<file path="src/rtl/instr_fetch_if.sv">
// Instruction-fetch bus: program-load, control and fetch-result signals
// shared between the CPU controller (master) and instr_fetch (slave).
// Optional macro INSTR_FETCH_BKPT_EN adds the breakpoint inputs.
interface instr_fetch_if;
  logic       prog_we;
  logic [3:0] prog_addr;
  logic [7:0] prog_data;
  logic       start;
  logic       fetch_req;
  logic       pc_load;
  logic [3:0] pc_target;
  logic       halt_req;
`ifdef INSTR_FETCH_BKPT_EN
  logic       bkpt_en;
  logic [3:0] bkpt_addr;
`endif
  logic [7:0] instruction;
  logic       instr_valid;
  logic [3:0] pc;
  logic [1:0] state;

`ifdef INSTR_FETCH_BKPT_EN
  modport master (
    output prog_we, prog_addr, prog_data, start, fetch_req, pc_load,
           pc_target, halt_req, bkpt_en, bkpt_addr,
    input  instruction, instr_valid, pc, state
  );
  modport slave (
    input  prog_we, prog_addr, prog_data, start, fetch_req, pc_load,
           pc_target, halt_req, bkpt_en, bkpt_addr,
    output instruction, instr_valid, pc, state
  );
`else
  modport master (
    output prog_we, prog_addr, prog_data, start, fetch_req, pc_load,
           pc_target, halt_req,
    input  instruction, instr_valid, pc, state
  );
  modport slave (
    input  prog_we, prog_addr, prog_data, start, fetch_req, pc_load,
           pc_target, halt_req,
    output instruction, instr_valid, pc, state
  );
`endif
endinterface

</file>
<file path="src/rtl/instr_fetch.sv">
// Instruction fetch unit: 16x8 program memory, 4-bit PC and an
// IDLE/RUN/HALT sequencer delivering one byte per fetch request.
// Optional macro INSTR_FETCH_BKPT_EN adds a single-address breakpoint
// that halts before the matching fetch.
module instr_fetch #(
  parameter logic [3:0] RESET_PC    = 4'h0,
  parameter logic [7:0] HALT_OPCODE = 8'hFF
) (
  input logic         clk,
  input logic         reset,
  instr_fetch_if.slave bus
);

  typedef enum logic [1:0] {
    IDLE = 2'b00,
    RUN  = 2'b01,
    HALT = 2'b10
  } state_e;

  state_e     state_q, state_d;
  logic [3:0] pc_q, pc_d;
  logic [7:0] instr_q, instr_d;
  logic       valid_q, valid_d;
  logic [7:0] mem_q [16];

  logic [3:0] fetch_addr;
  logic [7:0] fetch_byte;
  logic       bkpt_hit;

  // A jump issued with a fetch redirects that very fetch.
  assign fetch_addr = bus.pc_load ? bus.pc_target : pc_q;
  assign fetch_byte = mem_q[fetch_addr];

`ifdef INSTR_FETCH_BKPT_EN
  assign bkpt_hit = bus.bkpt_en && (fetch_addr == bus.bkpt_addr);
`else
  assign bkpt_hit = 1'b0;
`endif

  // Program memory write port, open only while IDLE and not in reset.
  // NOTE: the memory array has no reset branch; program contents survive
  // reset, and leaving it out keeps the array mappable onto RAM/LUT storage.
  always_ff @(posedge clk) begin
    if (!reset && state_q == IDLE && bus.prog_we) begin
      mem_q[bus.prog_addr] <= bus.prog_data;
    end
  end

  // Next-state logic for the sequencer, PC and fetch outputs.
  // NOTE: every _d signal gets a default before the case so that no path
  // leaves it unassigned, which would otherwise infer a latch.
  always_comb begin
    state_d = state_q;
    pc_d    = pc_q;
    instr_d = instr_q;
    valid_d = 1'b0;
    unique case (state_q)
      IDLE: begin
        if (bus.start) state_d = RUN;
      end
      RUN: begin
        if (bus.halt_req) begin
          state_d = HALT;
        end else if (bus.fetch_req) begin
          if (bkpt_hit) begin
            state_d = HALT;
          end else begin
            instr_d = fetch_byte;
            valid_d = 1'b1;
            pc_d    = fetch_addr + 4'd1;
            if (fetch_byte == HALT_OPCODE) state_d = HALT;
          end
        end else if (bus.pc_load) begin
          pc_d = bus.pc_target;
        end
      end
      HALT: begin
        if (bus.start) begin
          state_d = RUN;
          pc_d    = RESET_PC;
        end
      end
      default: state_d = IDLE;
    endcase
  end

  // State registers with synchronous reset taking priority over all inputs.
  // NOTE: sequential state uses non-blocking assignments so every register
  // samples pre-edge values regardless of statement order.
  always_ff @(posedge clk) begin
    if (reset) begin
      state_q <= IDLE;
      pc_q    <= RESET_PC;
      instr_q <= 8'h00;
      valid_q <= 1'b0;
    end else begin
      state_q <= state_d;
      pc_q    <= pc_d;
      instr_q <= instr_d;
      valid_q <= valid_d;
    end
  end

  assign bus.instruction = instr_q;
  assign bus.instr_valid = valid_q;
  assign bus.pc          = pc_q;
  assign bus.state       = state_q;

endmodule

</file>
<file path="src/flat_wrapper.sv">
// flat-port wrapper written by rule: the top's interface ports become plain ports
module instr_fetch_flat 
#(
  parameter logic [3:0] RESET_PC    = 4'h0,
  parameter logic [7:0] HALT_OPCODE = 8'hFF
)
  (clk, reset, bus_prog_we, bus_prog_addr, bus_prog_data, bus_start, bus_fetch_req, bus_pc_load, bus_pc_target, bus_halt_req, bus_instruction, bus_instr_valid, bus_pc, bus_state);
  instr_fetch_if bus_i ();
  input logic clk;
  input logic reset;
  input wire logic [$bits(bus_i.prog_we)-1:0] bus_prog_we;
  input wire logic [$bits(bus_i.prog_addr)-1:0] bus_prog_addr;
  input wire logic [$bits(bus_i.prog_data)-1:0] bus_prog_data;
  input wire logic [$bits(bus_i.start)-1:0] bus_start;
  input wire logic [$bits(bus_i.fetch_req)-1:0] bus_fetch_req;
  input wire logic [$bits(bus_i.pc_load)-1:0] bus_pc_load;
  input wire logic [$bits(bus_i.pc_target)-1:0] bus_pc_target;
  input wire logic [$bits(bus_i.halt_req)-1:0] bus_halt_req;
  output wire logic [$bits(bus_i.instruction)-1:0] bus_instruction;
  output wire logic [$bits(bus_i.instr_valid)-1:0] bus_instr_valid;
  output wire logic [$bits(bus_i.pc)-1:0] bus_pc;
  output wire logic [$bits(bus_i.state)-1:0] bus_state;
  assign bus_i.prog_we = bus_prog_we;
  assign bus_i.prog_addr = bus_prog_addr;
  assign bus_i.prog_data = bus_prog_data;
  assign bus_i.start = bus_start;
  assign bus_i.fetch_req = bus_fetch_req;
  assign bus_i.pc_load = bus_pc_load;
  assign bus_i.pc_target = bus_pc_target;
  assign bus_i.halt_req = bus_halt_req;
  assign bus_instruction = bus_i.instruction;
  assign bus_instr_valid = bus_i.instr_valid;
  assign bus_pc = bus_i.pc;
  assign bus_state = bus_i.state;
  instr_fetch #(.RESET_PC(RESET_PC), .HALT_OPCODE(HALT_OPCODE)) u_core (.clk(clk), .reset(reset), .bus(bus_i));
endmodule
</file>
<file path="config.mk">
export PLATFORM = sky130hd
export DESIGN_NAME = instr_fetch_flat
export DESIGN_NICKNAME = d
export VERILOG_FILES = /design/src/rtl/instr_fetch_if.sv /design/src/rtl/instr_fetch.sv /design/src/flat_wrapper.sv
export SDC_FILE = /design/constraint.sdc
export NUM_CORES = 1
export LEC_CHECK = 0
export ABC_CLOCK_PERIOD_IN_PS = 3200
export CORE_MARGIN = 4
export CORE_UTILIZATION = 50
export CTS_CLUSTER_DIAMETER = 80
export CTS_CLUSTER_SIZE = 30
export DETAILED_ROUTE_END_ITERATION = 10
export GPL_TIMING_DRIVEN = 0
export PLACE_DENSITY_LB_ADDON = 0.3
export SETUP_SLACK_MARGIN = 0.02
export SLEW_MARGIN = 10
export SYNTH_ARGS = -nofsm -noshare
export SYNTH_HDL_FRONTEND = slang
export SYNTH_SLANG_ARGS = --single-unit
</file>
<file path="constraint.sdc">
create_clock -name clk -period 3.2 [get_ports clk]
set_input_delay 0.64 -clock clk [delete_from_list [all_inputs] [get_ports clk]]
set_output_delay 0.64 -clock clk [all_outputs]
set_load 0.05 [all_outputs]
</file>
Word level (Yosys, flattened, before mapping). Memories as Yosys holds them, arrays and structs flattened. Cells that the tools add are included.

Register bits after elaboration: 15. Input port bits: 23. Memories kept: 1. Logic and storage cells: 39. Output and inout port bits: 15. Bits in writable memories: 128.

Memories: u_core.mem_q (words 16, width 8, rd ports 1, clocked after memory_dff 0, wr ports 1, line instr_fetch.sv:24) `logic [7:0] mem_q [16];`.

Bitwise gates (word level): 2. Reduce and logical (&&, ||, !) cells: 10. Mux-type cells: 13. Eq/ne operators: 8. Add/sub/neg operators: 1.

Operators by type and width (number): $mux 4 (4); $reduce_and 3->1 (3); $eq 8x8->1 const B (1); $mux 2 (4); $pmux 4 s2 (1); $add 4x1->4 const B (1); $ne 2x2->1 const B (2); $pmux 2 s2 (1); $mux 1 (3); $ne 3x2->1 const B (1); $ne 3x3->1 const B (1); $reduce_or 3->1 (1); $eq 2x1->1 const B (1); $eq 2x2->1 const B (1); $logic_and 1x1->1 (2); $logic_not 2->1 (1); $ne 2x1->1 const B (1); $not 1->1 (2); $reduce_bool 2->1 (1); $reduce_or 2->1 (1); $logic_not 1->1 (1).

Longest topological paths before layout. An unclocked memory read counts as a cell.

Depth after elaboration: 7. Depth in mapped cells: 12. Mapped depth without buffers: 9.

Worst setup path before layout. No wires, ideal clock.

Kind: in2reg. Start point: input port bus_pc_load. End point: register u_core.state_q[0], in the netlist u_core.bus.state[0]. Setup slack: 0.667 ns. Required time: 3.068 ns. Arrival: 2.401 ns. Cell stages on the path: 11. Buffers on the path: 2. Setup time: 0.132 ns. Path through: buf_6 -> mux2i_4 -> inv_4 -> buf_6 -> mux2i_1 -> mux4_2 -> nand2_1 -> o31a_1 -> nand3_1 -> o31ai_1 -> a21oi_1.

Longest elaborated chain between the ends: 5.

Ends and longest elaborated chain: start, declared (line flat_wrapper.sv:16) `input wire logic [$bits(bus_i.pc_load)-1:0] bus_pc_load;`; $mux 4; $mem_v2 16x8; $eq 8x8->1 (line instr_fetch.sv:71) `if (fetch_byte == HALT_OPCODE) state_d = HALT;`; $ne 3x2->1 (no source line); $reduce_and 3->1 (no source line); end signal, assigned (line instr_fetch.sv:97) `state_q <= state_d;`; end, declared (line instr_fetch.sv:20) `state_e state_q, state_d;`.

Every way passes these cells. A chain may end at the register's enable or synchronous reset.

Worst setup path after layout.
Start point: input port bus_prog_we. End point: memory u_core.mem_q[4][6], enable pin.

Longest elaborated chain between the ends: 3.

Ends and longest elaborated chain: start, declared (line flat_wrapper.sv:11) `input wire logic [$bits(bus_i.prog_we)-1:0] bus_prog_we;`; $logic_and 1x1->1 (line instr_fetch.sv:44) `if (!reset && state_q == IDLE && bus.prog_we) begin`; $mux 1 (line instr_fetch.sv:44); $mux 1 (not written as such) (line instr_fetch.sv:45) `mem_q[bus.prog_addr] <= bus.prog_data;`; end, declared (line instr_fetch.sv:24).

Every way passes these cells.

==> results.toml <==
[outcome]
status = "completed"

[synth]
number_of_distinct_standard_cells_referenced_by_the_synthesized_netlist = 39
post-synth-top-area-fraction_pct = 66.4
ys.flop_type = "sky130_fd_sc_hd__edfxtp_1"
synth_top_area_cell = "sky130_fd_sc_hd__edfxtp_1"
postSynthCellCount = 395
async_reset_ff_share_pct = 0
synth_warnings = 0
synth_edf_count = 128
synth.net_count = 419
syn_avg_cell_area_um2 = 14.7
syn-cell-area_um2 = 5790
register_area_share_after_synthesis_pct = 71.6
synth-seq-cells = 143
top_cells_by_area_synth = "sky130_fd_sc_hd__edfxtp_1, sky130_fd_sc_hd__mux2i_1, sky130_fd_sc_hd__dfxtp_1"

[critical_path]
worst-path-max-fanout = 8
worstPathBufferInverterCount = 1
ff2ff_path_depth = 4
crit_path_start = "bus_prog_we"
critical_path.endpoint_type = "register"
critical_path.reg2reg.startpoint = "u_core.bus.state[1]"
critical_path_arrival_ns = 3.02
cp_data_required_time_ns = 3.24
cp_slowest_cell = "sky130_fd_sc_hd__nor2_1"
path_cells = "clkdlybuf4s50_1 > nor4b_1 > nor2b_1 > nand2b_1 > nor2_1"
worst-path-stages = 5
critical-path-max-stage-delay_ns = 0.75
r2r_setup_slack_ns = 0.46
crit_path_start_kind = "primary input"
worstSetupPathType = "in2reg"
crit_path_end = "u_core.mem_q[4][6]"
crit_path_max_delay_family = "simple AND/OR/NAND/NOR gates"
crit-reg2reg-capture = "u_core.mem_q[4][6]"

[clock_network]
clkLatencyLatePin_ns = 0.42
cts_inserted_buffers = 17
cts_tree = "done"
clk_pin_slew_worst_setup_hold_paths_ns = 0.05
root_buffer = "sky130_fd_sc_hd__clkbuf_16"
numClockSinks = 143
cts_post_setup_buffers_inserted = 0
cts_hold_buf = 0
cts.path.max_buffers = 2
cts_max_level = 4
cts.repair.resized = 0

[routing]
routed_wirelength_um = 12700
post_drt_wl_per_cell_um = 21.1
initialDrtViolationCount = 314
drtAntennaViolNets = 0
drtPass1Iterations = 5
routed_via_density = 5.77
remaining_drc_errors = 0
vias = 3482

[power]
comb_power_share_pct = 7.5
internal_power_mw = 3.37
net-switching-power_mw = 0.935
clock_power_share_pct = 44.8
power_frac_seq_pct = 47.7
p_leak_nw = 2.33
power.ir.vdd_worst_v = 0.000315
power.switching_fraction_pct = 21.7
power.density_cell_area_nw_per_um2 = 624

[placed_design]
hpwl_um = 8480
gp_routability_congestion = 0.798
placed_cells_incl_taps = 572
numPortBuffers = 34

[floorplanning]
fp.dieArea_um2 = 13400
io-pin-count = 38
core.rowCount = 39
initial_utilization_pct = 50.9
floorplan.die.width_um = 116
design.core.area_um2 = 11400
die_h_um = 116

[final_layout]
syn_to_final_growth_pct = 19.3
multiInputGateArea_um2 = 1540
post_layout_nonfiller_instances = 603
final_net_count = 472
n_fill_cell = 916
drive_above_1_share_pct = 12.2
antennaDiodeCount = 0
seqCellArea_um2 = 4140
layout.core_utilization_pct = 60.7

[sta]
timing_hold_violations_final = 0
timing.final.max_slew_violations = 0
timing.max_slew.rel_slack_pct = 38.2
final-setup-viol-count = 0
max_clock_freq_ghz = 0.336
rsz0062_at_grt = "no"
min_period_ns = 2.98
setup-tns-final_ns = 0
final.hold.worst_slack_ns = 0.462
worst_tran_pin_value_ns = 0.924
clock_skew_ns = 0.00538
finalCritPeriodShare_pct = 93.1

[grt]
grt_antenna_before_repair = 0
grt_pass1_wl_um = 19900
maximum_number_of_pins_on_one_net_before_global_route_repair = 17
grt_pass1_vias = 3519
grt_util_all_layers_pct = 20.6
globalRoute.totalOverflow = 0

[min_path]
hold_path_class = "reg2reg"

[job]
max-cap-violations = 0
[routing by layer]
layer	wire, µm	global-route usage [%]	share of wire [%]	up-vias
li1	-	-	-	1606
met1	5350	26.8	42	1698
met2	6130	33.5	48	157
met3	1010	5.69	7.9	21
met4	235	7.59	1.8	0
met5	0	0	0	-
[metrics by stage]
stage | cell area [µm²] | total power, mW | setup WS (ns)
global route | 6900 | 4.45 | 0.0556
finish | 6900 | 4.31 | 0.221
CTS | 6900 | 4.33 | 0.240
detailed placement | 6330 | 2.42 | -0.193
global placement | 6310 | 2.41 | -0.448
floorplan | 5790 | 2.29 | 0.667
[power groups by stage]
stage                     sequential, mW  combinational [mW]  clock [mW]
after floorplan                     2.12               0.172           0
after global placement              2.10               0.312           0
after detailed placement            2.10               0.320           0
after CTS                           2.06               0.321        1.95
after global routing                2.06               0.346        2.04
final                               2.06               0.321        1.93
[Yosys cell counts, types with 2 or more instances]
cell,instances
sky130_fd_sc_hd__dfxtp_1,15
sky130_fd_sc_hd__mux2i_4,2
sky130_fd_sc_hd__a32oi_1,3
sky130_fd_sc_hd__o21ai_0,6
sky130_fd_sc_hd__nor3_1,11
sky130_fd_sc_hd__a21oi_1,13
sky130_fd_sc_hd__a311oi_1,2
sky130_fd_sc_hd__xnor2_1,3
sky130_fd_sc_hd__mux4_1,2
sky130_fd_sc_hd__buf_2,4
sky130_fd_sc_hd__nand2_1,71
sky130_fd_sc_hd__nand3_1,19
sky130_fd_sc_hd__o221ai_1,3
sky130_fd_sc_hd__buf_4,3
sky130_fd_sc_hd__edfxtp_1,128
sky130_fd_sc_hd__buf_6,4
sky130_fd_sc_hd__a22oi_1,4
sky130_fd_sc_hd__mux4_2,7
sky130_fd_sc_hd__and3_1,2
sky130_fd_sc_hd__clkbuf_1,5
sky130_fd_sc_hd__nor4b_1,3
sky130_fd_sc_hd__nor2_1,27
sky130_fd_sc_hd__mux2_2,2
sky130_fd_sc_hd__o22ai_1,8
sky130_fd_sc_hd__nand2b_1,3
sky130_fd_sc_hd__inv_4,2
sky130_fd_sc_hd__mux2i_1,31
[cells by family (layout without fill, tap and decap cells)]
| kind of cell | Yosys count | count (layout) | synth area share (%) |
|---|---|---|---|
| simple gates | 141 | 141 | 10.6 |
| mux | 44 | 44 | 10.2 |
| buf+inv | 19 | 84 | 2.12 |
| flops | 143 | 143 | 71.6 |
| xor+xnor | 3 | 3 | 0.454 |
| compound gates | 44 | 44 | 4.87 |
| fa+ha+maj | 1 | 1 | 0.216 |
[registers in the layout (all words and copies together) (netlist names)]
signal	count
u_core.mem_q	128
u_core.bus.instr_valid	1
u_core.bus.state	2
u_core.bus.instruction	8
u_core.bus.pc	4
[final cells by class]
type                    count  area share [%]
well taps                 143            2.59
clock buffers              18            6.22
inverters                   3           0.236
flip-flops and latches    143            60.0
repair buffers             34            4.93
plain buffers              16            1.54
clock inverters            13            2.14
multi-input cells         233            22.3
[tightest hold or removal path, stage by stage (launching register included)]
cell	delay (ns)
sky130_fd_sc_hd__dfxtp_1	0.31
sky130_fd_sc_hd__nand2_1	0.05
sky130_fd_sc_hd__a21oi_1	0.05
[worst min path at each step]
stage	start	to	slack, ns	depth (start not counted)
after floorplan	u_core.bus.instruction[1]	u_core.bus.instruction[1]	0.68	2
after global placement	u_core.bus.instruction[2]	u_core.bus.instruction[2]	0.45	2
after detailed placement	u_core.bus.instruction[3]	u_core.bus.instruction[3]	0.46	2
after CTS	u_core.bus.instruction[3]	u_core.bus.instruction[3]	0.47	2
after global routing	u_core.bus.instruction[1]	u_core.bus.instruction[1]	0.50	2
final	u_core.bus.instruction[1]	u_core.bus.instruction[1]	0.46	2
[cell usage in the layout (no fill, tap or decap), types with 2 or more instances in the layout]
| cell type | instances |
|---|---|
| sky130_fd_sc_hd__nor2_1 | 27 |
| sky130_fd_sc_hd__mux2_2 | 2 |
| sky130_fd_sc_hd__buf_4 | 3 |
| sky130_fd_sc_hd__edfxtp_1 | 128 |
| sky130_fd_sc_hd__a21oi_1 | 13 |
| sky130_fd_sc_hd__a22oi_1 | 4 |
| sky130_fd_sc_hd__nand2_1 | 71 |
| sky130_fd_sc_hd__clkdlybuf4s50_1 | 34 |
| sky130_fd_sc_hd__a311oi_1 | 2 |
| sky130_fd_sc_hd__clkbuf_16 | 17 |
| sky130_fd_sc_hd__mux4_2 | 7 |
| sky130_fd_sc_hd__buf_2 | 4 |
| sky130_fd_sc_hd__bufinv_16 | 3 |
| sky130_fd_sc_hd__clkinv_1 | 3 |
| sky130_fd_sc_hd__nor3_2 | 4 |
| sky130_fd_sc_hd__clkinv_2 | 3 |
| sky130_fd_sc_hd__clkbuf_1 | 6 |
| sky130_fd_sc_hd__dfxtp_1 | 15 |
| sky130_fd_sc_hd__buf_6 | 4 |
| sky130_fd_sc_hd__nor3_1 | 7 |
| sky130_fd_sc_hd__xnor2_1 | 3 |
| sky130_fd_sc_hd__and3_1 | 2 |
| sky130_fd_sc_hd__mux4_1 | 2 |
| sky130_fd_sc_hd__mux2i_1 | 31 |
| sky130_fd_sc_hd__o21ai_0 | 6 |
| sky130_fd_sc_hd__o22ai_1 | 8 |
| sky130_fd_sc_hd__a32oi_1 | 3 |
| sky130_fd_sc_hd__inv_4 | 2 |
| sky130_fd_sc_hd__nand3_1 | 19 |
| sky130_fd_sc_hd__clkinvlp_4 | 3 |
| sky130_fd_sc_hd__nor4b_1 | 3 |
| sky130_fd_sc_hd__nand2b_1 | 3 |
| sky130_fd_sc_hd__mux2i_4 | 2 |
| sky130_fd_sc_hd__o221ai_1 | 3 |
Note: power is estimated with default switching activity, not from simulation.
